[src/rtl/spi_reg_bank.sv]
// SPI register bank: rxtx data, ctrl, divider and slave-select registers behind a valid/ready port.
// Response is registered one cycle after accept and held until rsp_ready; req_ready is low while a response is pending.
module spi_reg_bank #(
   parameter int REG_WIDTH = 32,
   parameter int ADDR_SIZE = 32,
   parameter int NUM_RXTX  = 4,
   parameter int SS_WIDTH  = 8
) (
   input  logic                   clk,
   input  logic                   rst,
   input  logic                   req_valid,
   output logic                   req_ready,
   input  logic                   req_write,
   input  logic [ADDR_SIZE-1:0]   req_addr,
   input  logic [REG_WIDTH-1:0]   req_wdata,
   input  logic [REG_WIDTH/8-1:0] req_be,
   output logic                   rsp_valid,
   input  logic                   rsp_ready,
   output logic [REG_WIDTH-1:0]   rsp_rdata,
   output logic                   rsp_err,
   output logic                   busy,
   output logic                   irq,
   output logic [SS_WIDTH-1:0]    ss_o
);

   localparam int NUM_BYTES = REG_WIDTH / 8;
   localparam logic [ADDR_SIZE-1:0] CTRL_IDX = ADDR_SIZE'(NUM_RXTX);
   localparam logic [ADDR_SIZE-1:0] DIV_IDX  = ADDR_SIZE'(NUM_RXTX + 1);
   localparam logic [ADDR_SIZE-1:0] SS_IDX   = ADDR_SIZE'(NUM_RXTX + 2);
   localparam logic [ADDR_SIZE-1:0] ADDR_END = ADDR_SIZE'(4 * (NUM_RXTX + 3));

   typedef enum logic {IDLE, RESP} state_t;

   state_t                 state_q, state_d;
   logic [REG_WIDTH-1:0]   rxtx_q [NUM_RXTX];
   logic [6:0]             char_len_q;
   logic                   ie_q;
   logic [15:0]            divider_q;
   logic [SS_WIDTH-1:0]    ss_q;
   logic [15:0]            count_q;
   logic                   busy_q;
   logic                   irq_q;
   logic [REG_WIDTH-1:0]   rsp_rdata_q;
   logic                   rsp_err_q;

   logic                   accept;
   logic                   addr_err;
   logic                   wr_en;
   logic                   wr_cfg;
   logic [ADDR_SIZE-1:0]   word_idx;
   logic [REG_WIDTH-1:0]   wmask;
   logic [REG_WIDTH-1:0]   rd_val;
   logic [6:0]             char_len_new;
   logic                   ie_new;
   logic [15:0]            divider_new;
   logic [SS_WIDTH-1:0]    ss_new;

   always_comb begin
      state_d   = state_q;
      req_ready = 1'b0;
      rsp_valid = 1'b0;
      accept    = 1'b0;
      case (state_q)
         IDLE: begin
            req_ready = !rst;
            accept    = req_valid && !rst;
            if (accept) state_d = RESP;
         end
         RESP: begin
            rsp_valid = 1'b1;
            if (rsp_ready) state_d = IDLE;
         end
         default: state_d = IDLE;
      endcase
   end

   always_comb begin
      word_idx = req_addr >> 2;
      addr_err = (req_addr[1:0] != 2'b00) || (req_addr >= ADDR_END);
      wr_en    = accept && req_write && !addr_err;
      // ss stays writable during a transfer; everything else is frozen
      wr_cfg   = wr_en && !busy_q;
      for (int b = 0; b < NUM_BYTES; b++) wmask[b*8 +: 8] = {8{req_be[b]}};
      char_len_new = req_be[0] ? req_wdata[6:0] : char_len_q;
      ie_new       = req_be[1] ? req_wdata[9]   : ie_q;
      divider_new  = {req_be[1] ? req_wdata[15:8] : divider_q[15:8],
                      req_be[0] ? req_wdata[7:0]  : divider_q[7:0]};
      for (int b = 0; b < SS_WIDTH; b++) ss_new[b] = req_be[b/8] ? req_wdata[b] : ss_q[b];
   end

   always_comb begin
      rd_val = '0;
      if (!addr_err && !req_write) begin
         for (int i = 0; i < NUM_RXTX; i++)
            if (word_idx == ADDR_SIZE'(i)) rd_val = rxtx_q[i];
         if (word_idx == CTRL_IDX) begin
            rd_val[6:0] = char_len_q;
            rd_val[8]   = busy_q;
            rd_val[9]   = ie_q;
         end
         if (word_idx == DIV_IDX) rd_val[15:0] = divider_q;
         if (word_idx == SS_IDX)  rd_val[SS_WIDTH-1:0] = ss_q;
      end
   end

   always_ff @(posedge clk) begin
      if (rst) begin
         state_q     <= IDLE;
         for (int i = 0; i < NUM_RXTX; i++) rxtx_q[i] <= '0;
         char_len_q  <= '0;
         ie_q        <= 1'b0;
         divider_q   <= '0;
         ss_q        <= '0;
         count_q     <= '0;
         busy_q      <= 1'b0;
         irq_q       <= 1'b0;
         rsp_rdata_q <= '0;
         rsp_err_q   <= 1'b0;
      end else begin
         state_q <= state_d;
         irq_q   <= 1'b0;
         // counter loaded with divider, so busy spans divider+1 cycles
         if (busy_q) begin
            if (count_q == 16'd0) begin
               busy_q <= 1'b0;
               irq_q  <= ie_q;
            end else begin
               count_q <= count_q - 16'd1;
            end
         end
         if (wr_cfg) begin
            for (int i = 0; i < NUM_RXTX; i++)
               if (word_idx == ADDR_SIZE'(i))
                  rxtx_q[i] <= (rxtx_q[i] & ~wmask) | (req_wdata & wmask);
            if (word_idx == CTRL_IDX) begin
               char_len_q <= char_len_new;
               ie_q       <= ie_new;
               if (req_be[1] && req_wdata[8]) begin
                  busy_q  <= 1'b1;
                  count_q <= divider_q;
               end
            end
            if (word_idx == DIV_IDX) divider_q <= divider_new;
         end
         if (wr_en && word_idx == SS_IDX) ss_q <= ss_new;
         if (accept) begin
            rsp_rdata_q <= rd_val;
            rsp_err_q   <= addr_err;
         end
      end
   end

   assign rsp_rdata = rsp_rdata_q;
   assign rsp_err   = rsp_err_q;
   assign busy      = busy_q;
   assign irq       = irq_q;
   assign ss_o      = busy_q ? ss_q : '0;

endmodule

[config.mk]
export PLATFORM = sky130hd
export DESIGN_NAME = spi_reg_bank
export DESIGN_NICKNAME = d
export VERILOG_FILES = /design/src/rtl/spi_reg_bank.sv
export SDC_FILE = /design/constraint.sdc
export NUM_CORES = 1
export LEC_CHECK = 0
export ABC_AREA = 1
export CORE_MARGIN = 10
export CORE_UTILIZATION = 28
export CTS_BUF_LIST = sky130_fd_sc_hd__clkbuf_8
export DETAILED_ROUTE_END_ITERATION = 8
export SLEW_MARGIN = 20
export SYNTH_ARGS = -nofsm -noshare
export SYNTH_HDL_FRONTEND = slang
export SYNTH_SLANG_ARGS = --single-unit
[constraint.sdc]
create_clock -name clk -period 4.6 [get_ports clk]
set_clock_uncertainty 0.1 [all_clocks]
set_input_delay 1.15 -clock clk [delete_from_list [all_inputs] [get_ports clk]]
set_output_delay 1.15 -clock clk [all_outputs]
set_load 0.03 [all_outputs]
==> metrics.cfg <==
[floorplanning]
die_h_um = 215.4
dieArea_um2 = 46410
pin_count = 118
die_x_um = 215.4
rows = 71
start_util_pct = 28.39
core-area_um2 = 37670

[route]
wl_met1_um = 15550
drt_iter0_drc = 773
wl_met2_um = 15320
wl_met3_um = 2423
ant_nets = 0
num_vias = 9565
wl_per_cell_um = 16.81
drt-total-wl_um = 33880
first_pass_iters = 5
vias_per_cell = 4.745
top_layer_used = met5
drc = 0

[cts]
hold_buffers = 0
clock_tree.root_cell = clkbuf_8
cts_tree = done
cts_setup_buffers = 0
clk_latency_ps = 550
clk_pin_slew_ps = 60
cts_htree_levels = 2
cts_buffers = 39
cts_buffer_depth = 3
cts_resized = 0
clkSinkCount = 212

[logic_synthesis]
syn-instance-count = 1361
avgSynthCellArea_um2 = 7.858
ys_seq_area_share_pct = 51.66
ys_warn_count = 0
ys_ff_latch = 212
syn-num-nets = 1435
synth_cell_types = 36
netlist_area_um2 = 10700

[run_status]
outcome = completed

[placed_design]
pre_cts_slack_ps = 607.3
port_buffers = 117
place_congestion = 0.9065
dpl.hpwl_um = 23010

[timing]
rsz0062_at_grt = false
max_slew_margin_pct = 31.11
final.min_clock_period_ps = 3559
fmaxAchievable_mhz = 281.0
period_share_pct = 77.37
fin_tns_setup_ps = 0
tightest_slew_ps = 1032
finalHoldViolCount = 0
setup_viol = 0
fin_ws_ps = 1041
slew_violations = 0

[worst_setup_path]
start_kind = flip-flop
worstPathArrival_ps = 2310
crit_family = buffers and inverters
worstSetupPathType = reg2out
crit_path_end_kind = output port
critical_path.max_fanout = 19
cp_cell_sequence = buf_4 > clkdlybuf4s50_1
slowest_stage = clkdlybuf4s50_1
critPathBufInv = 2
timing.critical_path.required_ps = 3350
max_stage_delay_ps = 720

[cells_and_area]
final_common_cell = nand2_1
drive_above_1_share_pct = 7.779
final_util_pct = 35.00
nNetsFinal = 1549
mostFrequentLayoutCells = nand2_1, nor2_1, a21oi_1
area_growth_pct = 23.25

[power_and_ir_drop]
peakVddDrop_mv = 0.1577
power_w = 0.004116
p_leak_nw = 5.371
powerDensity_nw_per_um2 = 312.2

[grt]
grt_max_degree = 49
antenna_found_initial = 2
grt_pass1_vias = 9224
grt_use_total_pct = 13.95
grt_overflow = 0
grt_pass1_wl_um = 52330

[flow_run]
cap_violations = 0

[worst_hold_path]
hp-class = reg2reg

## final cells by class
class	instances	area (um^2)
tap	511	639.4
fill	3973	24480
multi-input combinational	958	4422
clock inverter	27	152.6
inverter	119	446.7
timing repair buffer	145	1401
sequential	212	5525
clock buffer	43	591.8
antenna	1	2.502
## cells by family after synthesis
family | Yosys count | synth area share [%]
adder cells (fa/ha/maj) | 1 | 0.1170
XOR/XNOR | 15 | 1.228
AO/OA/AOI/OAI | 250 | 12.19
buffers and inverters | 191 | 7.078
AND/OR/NAND/NOR | 692 | 27.73
flip-flops | 212 | 51.66
## path summary, 6_finish.rpt
path,startpoint,to,slack [ps],cells after the start
max,busy$_SDFF_PP0_,busy,1040,2
min,char_len_q[2]$_SDFFE_PP0P_,char_len_q[2]$_SDFFE_PP0P_,360,2
max reg2reg,count_q[0]$_SDFF_PP0_,count_q[12]$_SDFF_PP0_,2100,11
min reg2reg,char_len_q[2]$_SDFFE_PP0P_,char_len_q[2]$_SDFFE_PP0P_,360,2
## report_power, final
part | internal [W] | switching, W | leakage, nW | total [W]
logic | 0.000102 | 0.000164 | 3.04 | 0.000267
clock network | 0.000925 | 0.000823 | 0.441 | 0.00175
registers | 0.00207 | 0.0000325 | 1.89 | 0.00210
## worst reg2reg max path: stages (launching register included)
cell,delay (ps)
dfxtp_1,340
inv_1,120
ha_1,210
nand2_1,90
nor2_1,200
nand4_1,430
nand2_1,400
or2_2,190
xor2_1,140
nand2_1,60
nand2_1,60
nor2_1,40
## sequential cells by signal, indices dropped and copies added, names as in the netlist
signal,count
divider_q,16
rsp_err,1
irq,1
rsp_rdata,32
ss_q,8
state_q,1
ie_q,1
rxtx_q,128
busy,1
count_q,16
char_len_q,7
## Yosys cell counts
library cell	count	area, um^2
a211oi_1	6	45.04
a21oi_1	172	860.8
and2_1	1	6.260
buf_1	1	3.750
buf_2	8	40.04
buf_4	6	45.04
buf_6	1	11.26
clkbuf_1	56	210.2
clkinv_1	1	3.750
dfxtp_1	84	1682
edfxtp_1	128	3844
ha_1	1	12.51
inv_1	110	412.9
inv_2	8	30.03
nand2_1	274	1028
nand2_2	1	6.260
nand2_4	1	11.26
nand3_1	74	370.4
nand3_2	3	30.03
nand3_4	2	35.03
nand4_1	21	131.4
nand4_2	2	25.02
nor2_1	269	1010
nor2_2	4	25.02
nor2_4	5	56.30
nor2_8	1	20.02
nor3_1	22	110.1
nor3_2	4	40.04
nor3_4	1	16.27
nor4_1	4	25.02
o211ai_1	15	112.6
o21ai_0	49	245.2
o21ai_1	8	40.04
or2_1	1	6.260
or2_2	2	12.51
xor2_1	15	131.4
## through the flow
step | cell area [um^2] | hold WS [ps] | std cells
global route | 13180 | 381.7 | 2015
global placement | 12430 | 345.3 | 1945
floorplan | 10700 | 337.8 | 1361
finish | 13180 | 361.8 | 2016
detailed placement | 12430 | 352.7 | 1945
CTS | 13180 | 360.2 | 2015
## routing by layer
layer	track usage, %	up-vias
met5	0	-
met4	3.614	2
met3	3.259	49
met2	22.03	330
met1	18.79	4445
li1	-	4739
Note: power is estimated with default switching activity, not from simulation.
==> RTL change 1: new RTL, config.mk and constraints unchanged <==
`NUM_RXTX`: 4 -> 2.
--- a/src/rtl/spi_reg_bank.sv
+++ b/src/rtl/spi_reg_bank.sv
@@ -3,7 +3,7 @@
 module spi_reg_bank #(
    parameter int REG_WIDTH = 32,
    parameter int ADDR_SIZE = 32,
-   parameter int NUM_RXTX  = 4,
+   parameter int NUM_RXTX  = 2,
    parameter int SS_WIDTH  = 8
 ) (
    input  logic                   clk,
Check against the original RTL: not equivalent (Yosys sat finds a counterexample within 4 cycles, from zero or initial values and one cycle with rst high).
==> RTL change 1 against the original RTL <==
  * Wire length decreased by 27%
  * Worst setup slack lost 0.058 ns
  * Design area decreased by 24%
  * Sequential share of layout area shrank 6.0 points
  * Fmax fell by 1.6%
  * Total power is 35% lower
  * Area after synthesis decreased by 24%
  * Sequential cell count fell by 64
  * Largest power group unchanged
  * Highest routed layer is now met4
==> RTL change 1: results <==
{
  "outcome": "finished clean",
  "antenna_found_initial": 1,
  "routed_wl_um": 24600,
  "grt_pass1_vias": 7296,
  "netlist_top_cells_area": "edfxtp_1, dfxtp_1, nand2_1",
  "hold_path_class": "reg2reg",
  "leakagePower_nw": 4.12,
  "first_pass_iters": 7,
  "fillers": 3026,
  "dr_wl_met3_um": 942,
  "largest_reg_flops": 64,
  "clkTransAtPathRegs_ns": 0.08,
  "postCtsSetupRepairBufs": 0,
  "clock-root-buffer": "clkbuf_8",
  "dr.first_iter.drc_count": 643,
  "nets": 1276,
  "synthFlopType": "dfxtp_1",
  "post_drt_via_cell_ratio": 4.69,
  "htree_num_levels": 4,
  "ir_drop_mv": 0.141,
  "hpwl_um": 17900,
  "syn_nets": 1176,
  "grt_usage": 0.134,
  "cpMaxStageDelayCell": "clkdlybuf4s50_1",
  "grt_max_degree": 63,
  "async_flop_share": 0,
  "drive_above_1_share": 0.125,
  "r2r-start": "busy",
  "clockBufferDepth": 2,
  "top_layer": "met4",
  "synth_common_cells": "nand2_1, nor2_1, a21oi_1",
  "io_buffer_count": 117,
  "cts-buffers-inserted": 17,
  "ys_seq_area_frac": 0.441,
  "clk_latency_ns": 0.47,
  "cp_max_fo": 22,
  "wl_met1_um": 10600,
  "synth.distinct_cells": 33,
  "synth_edf_count": 64,
  "relSlewSlack": 0.337,
  "met2WireLength_um": 12500,
  "place.gp.congestion": 0.862,
  "grt_pass1_wl_um": 38900,
  "crit_start": "rst",
  "post_cts_resized": 0,
  "crit_arrival_ns": 2.37,
  "min_from": "char_len_q[1]",
  "place_ws_ns": 0.547
}
-- RTL change 1: critical path: cells and delay by family --
| kind | cells | cell delay [ns] |
|---|---|---|
| buf+inv | 2 | 0.97 |
| simple gates | 1 | 0.24 |
-- RTL change 1: power by group --
| part | internal [mW] | leakage (nW) | switching [mW] |
|---|---|---|---|
| combinational | 0.0904 | 2.63 | 0.127 |
| sequential | 1.40 | 1.28 | 0.0180 |
| clock | 0.468 | 0.204 | 0.578 |
| total | 1.96 | 4.12 | 0.723 |
-- RTL change 1: per-layer routing --
layer | vias to the layer above | track usage
met4 | 0 | 0.0457
met5 | - | 0
met2 | 190 | 0.231
li1 | 3763 | -
met1 | 3507 | 0.166
met3 | 34 | 0.0225
-- RTL change 1: metrics by stage --
stage / instance area [um2] / power, mW / utilization / std cells
2_1_floorplan: 8170 / 1.55 / - / 1101
3_3_place_gp: 9630 / 1.66 / 0.334 / 1566
3_5_place_dp: 9630 / 1.66 / 0.334 / 1566
4_1_cts: 10000 / 2.70 / 0.349 / 1598
5_1_grt: 10000 / 2.78 / 0.349 / 1599
6_report: 10000 / 2.68 / 0.349 / 1599
-- RTL change 1: final timing paths --
path                                       to  slack, ns  cells after the start
worst max-delay path                req_ready       0.98                      3
worst min-delay path            char_len_q[1]       0.36                      2
worst max register to register  rxtx_q[0][63]       2.15                      5
worst min register to register  char_len_q[1]       0.36                      2
-- RTL change 1: cells by family (layout without fill, tap and decap cells) --
logic type | Yosys count | in the layout | share of synthesized area
compound gates | 133 | 133 | 0.0829
xor+xnor | 7 | 7 | 0.00751
buf+inv | 150 | 263 | 0.0829
fa+ha+maj | 2 | 2 | 0.00306
flops | 148 | 148 | 0.441
other cells | 0 | 1 | 0
simple gates | 661 | 661 | 0.382
-- RTL change 1: layout make-up --
class / count / area share
timing repair buffer: 131 / 0.127
sequential: 148 / 0.359
inverter: 100 / 0.0379
multi-input combinational: 803 / 0.388
antenna: 1 / 0.000249
clock buffer: 18 / 0.0247
tap: 384 / 0.0479
clock inverter: 14 / 0.0157
==> RTL change 2: new RTL, same settings <==
Made on the original files. Register the output `rsp_err` once more, with the module's reset; this adds one clock of latency there. The other outputs are not delayed to match.
--- a/src/rtl/spi_reg_bank.sv
+++ b/src/rtl/spi_reg_bank.sv
@@ -151,7 +151,13 @@
    end
 
    assign rsp_rdata = rsp_rdata_q;
-   assign rsp_err   = rsp_err_q;
+   always_ff @(posedge clk) begin
+      if (rst) begin
+         rsp_err <= '0;
+      end else begin
+         rsp_err <= rsp_err_q;
+      end
+   end
    assign busy      = busy_q;
    assign irq       = irq_q;
    assign ss_o      = busy_q ? ss_q : '0;
Function: changed (Yosys sat finds a counterexample within 4 cycles, from zero or initial values and one cycle with rst high).
==> RTL change 2 against the original RTL <==
  * Non-clock buffer count is 4 lower
  * Design area is 0.47% higher
  * Worst hold slack worse by 0.029 ns
  * Fmax is 1.0% lower
  * Wire length is 3.6% lower
  * Area after synthesis is 0.88% higher
  * Worst setup slack worse by 0.037 ns
  * Sequential cell count is 1 higher
  * Total power is 1.3% higher
  * Die area is 0.80% higher
  * Critical path depth is 8 higher
  * Critical path type is now in2reg
  * Largest cell class unchanged
  * Highest routed layer is now met4
==> RTL change 2: results <==
{
  "outcome": "finished clean",
  "use_met2": 0.215,
  "grt_max_degree": 47,
  "place.gp.congestion": 0.836,
  "hpwl_um": 22500,
  "grt_usage": 0.136,
  "crit_arrival_ns": 3.97,
  "nets": 1589,
  "netlist_top_cells_area": "edfxtp_1, dfxtp_1, nor2_1",
  "grtUsageMet1": 0.184,
  "grt_pass1_wl_um": 51700,
  "drive_above_1_share": 0.0740,
  "final_cells": 2052,
  "grt.met3_usage": 0.0273,
  "leakagePower_nw": 5.55,
  "clkTransAtPathRegs_ns": 0.06,
  "wl_per_cell_um": 15.9,
  "synth_common_cells": "nor2_1, nand2_1, a21oi_1",
  "ys_seq_area_frac": 0.514,
  "syn_inst": 1401,
  "synth_edf_count": 128,
  "grt_pass1_vias": 9350,
  "diodes": 0,
  "dr.first_iter.drc_count": 637,
  "relSlewSlack": 0.306,
  "clock-root-buffer": "clkbuf_8",
  "ir_drop_mv": 0.164,
  "dp.cells": 1984,
  "antenna_found_initial": 0,
  "clk_latency_ns": 0.55,
  "syn_nets": 1476,
  "swShare": 0.239,
  "post_drt_via_cell_ratio": 4.70,
  "cp_max_fo": 30,
  "cts-buffers-inserted": 39
}
RTL change 2: worst paths after layout:
| path | from | end | slack (ns) | cells past startpoint |
|---|---|---|---|---|
| max | req_addr[19] | rsp_rdata[26] | 1.00 | 10 |
| min | rsp_err_q | rsp_err | 0.33 | 2 |
| max reg2reg | busy | rxtx_q[3][18] | 1.88 | 6 |
| min reg2reg | rsp_err_q | rsp_err | 0.33 | 2 |
RTL change 2: stage by stage:
| step | cell area [um2] | worst slack (ns) |
|---|---|---|
| after detailed placement | 12500 | 0.659 |
| after floorplan | 10800 | 0.854 |
| after global routing | 13200 | 0.692 |
| after global placement | 12500 | 0.790 |
| final | 13200 | 1.00 |
| after CTS | 13200 | 0.994 |
RTL change 2: cell families (layout without fill, tap and decap cells):
group / Yosys count / in the layout / synth area share
fa+ha+maj: 2 / 2 / 0.00232
xor+xnor: 11 / 11 / 0.00893
flops: 213 / 213 / 0.514
compound gates: 241 / 241 / 0.113
simple gates: 743 / 743 / 0.291
buf+inv: 191 / 331 / 0.0705
RTL change 2: power by group through the flow:
stage / clock, mW / sequential [mW] / combinational (mW)
floorplan: 0 / 2.14 / 0.133
global placement: 0 / 2.15 / 0.261
detailed placement: 0 / 2.15 / 0.263
CTS: 1.84 / 2.11 / 0.264
global route: 1.93 / 2.12 / 0.289
finish: 1.79 / 2.11 / 0.264
RTL change 2: worst max-delay path, stage by stage:
cell and delay, ns:
clkdlybuf4s50_1 0.41, nor2_1 0.10, nand2_1 0.06, nor2_1 0.17
nand3_2 0.25, nor2_1 0.26, clkinv_1 0.85, nand4_1 0.46
nand2_1 0.11, a21oi_1 0.13
RTL change 2: routing by layer:
metal	wire, um	vias up
li1	-	4809
met1	15300	4519
met2	14700	274
met3	2070	51
met4	590	0
met5	0	-
RTL change 2: area by class of cell:
type                            instances  area (um2)
Clock buffer                           48         661
Fill cell                            4087       24600
Tap cell                              511         639
Multi-Input combinational cell        997        4480
Timing Repair Buffer                  141        1350
Sequential cell                       213        5550
Inverter                              122         458
Clock inverter                         20         110
